`config.mk`:
```
export PLATFORM = sky130hd
export DESIGN_NAME = add_share_arb
export DESIGN_NICKNAME = d
export VERILOG_FILES = /design/src/rtl/add_share_arb.sv
export SDC_FILE = /design/constraint.sdc
export NUM_CORES = 1
export LEC_CHECK = 0
export BUFFER_PORTS_ARGS = -buffer_cell sky130_fd_sc_hd__buf_2
export CAP_MARGIN = 20
export CORE_UTILIZATION = 47
export CTS_CLUSTER_SIZE = 40
export DETAILED_ROUTE_END_ITERATION = 6
export PLACE_DENSITY = 0.82
export RECOVER_POWER = 25
export SYNTH_ARGS = -nofsm -noshare
export SYNTH_HDL_FRONTEND = slang
export SYNTH_SLANG_ARGS = --single-unit
```
`constraint.sdc`:
```
create_clock -name clk -period 3.4 [get_ports clk]
set_clock_uncertainty 0.05 [all_clocks]
set_input_delay 0.17 -clock clk [delete_from_list [all_inputs] [get_ports clk]]
set_output_delay 0.17 -clock clk [all_outputs]
set_load 0.05 [all_outputs]
```
`src/rtl/add_share_arb.sv`:
```
// add_share_arb: round-robin arbiter in front of one shared registered adder.
// NREQ requesters compete for a single-entry result slot. The grant is
// combinational, and the sum appears one cycle after acceptance, tagged with
// the ID of the requester that produced it.

// Per-requester window bit: marks a valid requester whose index is above
// the last winner, i.e. one that lies in the "after last" half of the
// rotation.
module add_share_arb_lane #(
    parameter int IDW = 2,
    parameter int IDX = 0
) (
    input  logic [IDW-1:0] last,
    input  logic           valid,
    output logic           hi
);
    localparam logic [IDW-1:0] IDX_W = IDW'(IDX);

    // Requester sits strictly after the previous winner in rotation order
    assign hi = valid && (IDX_W > last);
endmodule

module add_share_arb #(
    parameter  int NREQ  = 4,
    parameter  int WIDTH = 8,
    localparam int IDW   = $clog2(NREQ)
) (
    input  logic                    clk,
    input  logic                    rst,
    input  logic [NREQ-1:0]         req_valid,
    input  logic [NREQ*WIDTH-1:0]   req_a,
    input  logic [NREQ*WIDTH-1:0]   req_b,
    output logic [NREQ-1:0]         req_ready,
    output logic                    res_valid,
    input  logic                    res_ready,
    output logic [IDW-1:0]          res_id,
    output logic [WIDTH:0]          res_sum
);
    typedef enum logic {EMPTY = 1'b0, FULL = 1'b1} state_t;

    typedef struct packed {
        logic [IDW-1:0] id;
        logic [WIDTH:0] sum;
    } res_t;

    state_t          state_q, state_d;
    res_t            res_q;
    logic [IDW-1:0]  last_q;
    logic [NREQ-1:0] hi_vld;
    logic [IDW-1:0]  lo_idx, hi_idx, gnt_idx;
    logic            lo_any, hi_any;
    logic            slot_free, accept;
    logic [WIDTH-1:0] a_sel, b_sel;

    for (genvar i = 0; i < NREQ; i++) begin : g_lane
        add_share_arb_lane #(.IDW(IDW), .IDX(i)) u_lane (
            .last  (last_q),
            .valid (req_valid[i]),
            .hi    (hi_vld[i])
        );
    end

    // The slot can take a new result when it is empty or is being drained now
    assign slot_free = (state_q == EMPTY) || res_ready;

    // Lowest-index winner in both the after-last window and the full vector;
    // the window wins when non-empty, which gives the wrap-around search.
    always_comb begin
        lo_idx = '0;
        lo_any = 1'b0;
        hi_idx = '0;
        hi_any = 1'b0;
        for (int i = NREQ - 1; i >= 0; i--) begin
            if (req_valid[i]) begin
                lo_idx = IDW'(i);
                lo_any = 1'b1;
            end
            if (hi_vld[i]) begin
                hi_idx = IDW'(i);
                hi_any = 1'b1;
            end
        end
    end

    assign gnt_idx   = hi_any ? hi_idx : lo_idx;
    assign accept    = lo_any && slot_free && !rst;
    assign req_ready = accept ? (NREQ'(1) << gnt_idx) : '0;
    assign a_sel     = req_a[gnt_idx*WIDTH +: WIDTH];
    assign b_sel     = req_b[gnt_idx*WIDTH +: WIDTH];

    // Slot occupancy: fill on accept, empty on a drain with no refill
    always_comb begin
        state_d = state_q;
        case (state_q)
            EMPTY: if (accept) state_d = FULL;
            FULL:  if (res_ready && !accept) state_d = EMPTY;
            default: state_d = EMPTY;
        endcase
    end

    // State, result slot and rotation pointer; the pointer moves only on accept
    always_ff @(posedge clk) begin
        if (rst) begin
            state_q <= EMPTY;
            res_q   <= '0;
            last_q  <= IDW'(NREQ - 1);
        end else begin
            state_q <= state_d;
            if (accept) begin
                res_q.sum <= {1'b0, a_sel} + {1'b0, b_sel};
                res_q.id  <= gnt_idx;
                last_q    <= gnt_idx;
            end
        end
    end

    assign res_valid = (state_q == FULL);
    assign res_id    = res_q.id;
    assign res_sum   = res_q.sum;
endmodule

```
==> summary.md <==
| Metric | Value |
|---|---|
| IO Pins | `87` |
| Mean Syn Cell Area | `7.91 um^2` |
| Rel. slew slack | `57.1%` |
| Share of the synthesized area in the top cell type | `16.0%` |
| Clock-pin slew on the worst setup and hold paths | `0.06 ns` |
| Final setup vio count | `0` |
| Hold buffers post-CTS | `0` |
| Yosys Warn Count | `0` |
| Largest net degree at the start of global routing | `23` |
| Status | `finished, final reports clean` |
| Reg2reg start | `last_q[1]` |
| Critical path destination | `res_sum[8]` |
| Buf/Inv on CP | `1` |
| Post-synthesis mux area share | `0%` |
| Synth Instances | `222` |
| Vias | `2,051` |
| Final hold viol count | `0` |
| XOR/XNOR Fraction of Synth Area | `0.499%` |
| Layout area overhead | `26.1%` |
| Synth Area in Compound Gates | `44.7%` |
| Setup crit start kind | `flop` |
| Total chip power | `1.08 mW` |
| LEAKAGE | `1.05 nW` |
| Critical Path Max Stage Delay | `0.60 ns` |
| Max-slew violations | `0` |
| CP Capture Type | `flop` |
| Count leader, synth | `inv_1` |
| Routability cong. | `0.875` |
| Largest delay share family, worst path | `compound AO/OA/AOI/OAI gates` |
| Worst vdd ir | `0.438 mV` |
| Total congestion overflow | `0` |
| Worst path cell trace | `and2b_1, o21ai_2, a21oi_1, a211oi_1, ha_1, inv_1, fa_1, nor2b_1, o2111a_1, o21ai_0, a211oi_2` |
| Sw frac | `48.6%` |
| Site Rows | `21` |
| CP Data Arrival Time | `3.32 ns` |
| Highest Clock Rate | `313 MHz` |
| # resized after CTS | `0` |
| Crit. path cell count | `11` |
| Crit path kind | `reg2reg` |
| Setup WS pre-CTS | `0.262 ns` |
| Post-synth EDFFs | `0` |
| Reg power frac | `21.9%` |
| Internal | `0.556 mW` |
| Post-CTS setup buffer count | `0` |
| Die area | `3990 um^2` |
| First-pass GRT wire length | `8.03 mm` |
| Max cap viols | `0` |
| Ys flop type | `dfxtp_1` |
| Critical path required time | `3.52 ns` |
| CP max FO | `14` |
| Gr usage total | `24.8%` |
| Area leader, netlist | `dfxtp_1` |
| 1st-pass router iterations | `4` |
| Clock power share | `15.0%` |
| Worst slew pin tran | `0.644 ns` |
| Starting Density | `50.6%` |
| Antenna cell count | `0` |
| Layout Nets | `385` |
| Fin Hold WS | `0.127 ns` |
| CTS Sinks | `14` |
| FF-to-FF path depth | `11` |
| Netlist Area Pre-Place | `1760 um^2` |
| Top cells by area, synth | `dfxtp_1 (16%), o32ai_1 (8.5%), a21oi_1 (6.0%)` |
| Worst skew pair latency | `0.25 ns` |
| DPL Wire Length | `3.86 mm` |
| Vias per inst | `5.86` |
| Core area | `3470 um^2` |
| Iteration-0 DRC Markers | `165` |
| Setup TNS | `0 ns` |
| DRT antenna net count | `0` |
| CTS max path bufs | `2` |
| Adder and majority cell fraction of the synthesized area | `6.84%` |
| Routed WL | `5.03 mm` |
| RSZ-0062 raised after global routing | `no` |
| Simple-gate share of the synthesized area | `18.9%` |
| Main combinational cell family by area after synthesis | `compound AO/OA/AOI/OAI gates` |
| Net Switching | `0.526 mW` |
| Initial antenna violation count | `0` |
| Logic pwr share | `63.1%` |
| Post-Syn Nets | `302` |
| Sequential share of the synthesized area | `16.0%` |
| Worst hold path type | `in2reg` |
| IO buf count | `86` |
| Worst setup margin | `0.204 ns` |
| Synth top cells by count | `inv_1 (25), a21oi_1 (21), o32ai_1 (17)` |
| Pwr per Cell Area | `488 nW/um^2` |
| Share of layout cells above drive strength 1 | `36.8%` |
| Tmin final | `3.20 ns` |
| CTS buffer count | `3` |
| Cell variety after synth | `54` |
| CTS tree | `built` |
| Worst Hold Depth | `2` |
| Post-Layout Cell Count | `350` |
| Worst path slowest cell | `dfxtp_1` |
| Die Y | `63.1 um` |
| Reg2Reg Setup Slack | `0.20 ns` |
| Vias in the first global route | `1,804` |
| Root buffer cell | `clkbuf_8` |
| Synth async-reset ratio | `0%` |
| Placed Cells | `346` |
| DR WL/cell | `14.4 um` |
| Crit path from | `last_q[1]` |
| # DRC | `0` |
| Final cycle utilization of the critical path | `94.0%` |
| H-tree depth | `1` |
| Die Wd | `63.1 um` |
| R2R Path End | `res_sum[8]` |
| Flops & latches, synth | `14` |
[logic make-up (layout without fill, tap and decap cells)]
kind of cell / after synthesis / count (layout)
buffers and inverters: 42 / 124
adders and majority gates: 9 / 9
and+or+nand+nor: 58 / 58
AOI/OAI and AO/OA: 98 / 98
DFF: 14 / 14
xor gates and xnor gates: 1 / 1
[worst min-delay path by stage]
stage | start | to
global route | rst | res_id[1]
finish | rst | res_sum[1]
detailed placement | rst | res_sum[1]
CTS | rst | res_sum[1]
floorplan | rst | res_id[1]
global placement | rst | res_sum[1]
[worst register-to-register path, cell delays in order, from the launching register on]
cell and delay, ns:
dfxtp_1 0.60, and2b_1 0.25, o21ai_2 0.38, a21oi_1 0.13, a211oi_1 0.28, ha_1 0.25, inv_1 0.06, fa_1 0.39
nor2b_1 0.18, o2111a_1 0.24, o21ai_0 0.11, a211oi_2 0.19
[through the flow]
step	util [%]	instance area (um^2)
after floorplan	-	1760
after global placement	62.5	2170
after detailed placement	62.5	2170
after CTS	64.1	2220
after global routing	63.9	2220
final	63.9	2220
[sequential cells by signal (all words and copies together), names as in the netlist]
register and count:
res_sum 9, res_id 2, res_valid 1, last_q 2
[cell usage in the layout (no fill, tap or decap), drive strengths merged, types with 6 or more instances in the layout]
| master | instances |
|---|---|
| nor3 | 7 |
| nand2 | 10 |
| nor2 | 6 |
| dfxtp | 14 |
| buf | 87 |
| a211oi | 17 |
| nand3 | 8 |
| a21oi | 22 |
| o21ai | 8 |
| nand2b | 14 |
| inv | 25 |
| ha | 8 |
| o32ai | 18 |
| clkbuf | 10 |
| a211o | 6 |
[final cells by class]
type,instances,area (um^2)
fillers,331,1250
flip-flops and latches,14,280
clock buffers,4,55.1
multi-input cells,166,1250
inverters,27,101
repair buffers,93,475
well taps,46,57.6
[power groups by stage]
stage	Combinational (mW)	Sequential [mW]	Clock, mW
after floorplan	0.399	0.361	0
after global placement	0.663	0.239	0
after detailed placement	0.674	0.238	0
after CTS	0.682	0.236	0.164
after global routing	0.738	0.243	0.171
final	0.683	0.237	0.162
[metal layers]
layer  up-vias  share of wire [%]  track usage (%)
li1       1009                  -                -
met1       949                 43             33.3
met3        11                6.3             1.99
met5         -                  0                0
met2        82                 49             41.5
met4         0                1.4             7.56
Note: power is estimated with default switching activity, not from simulation.
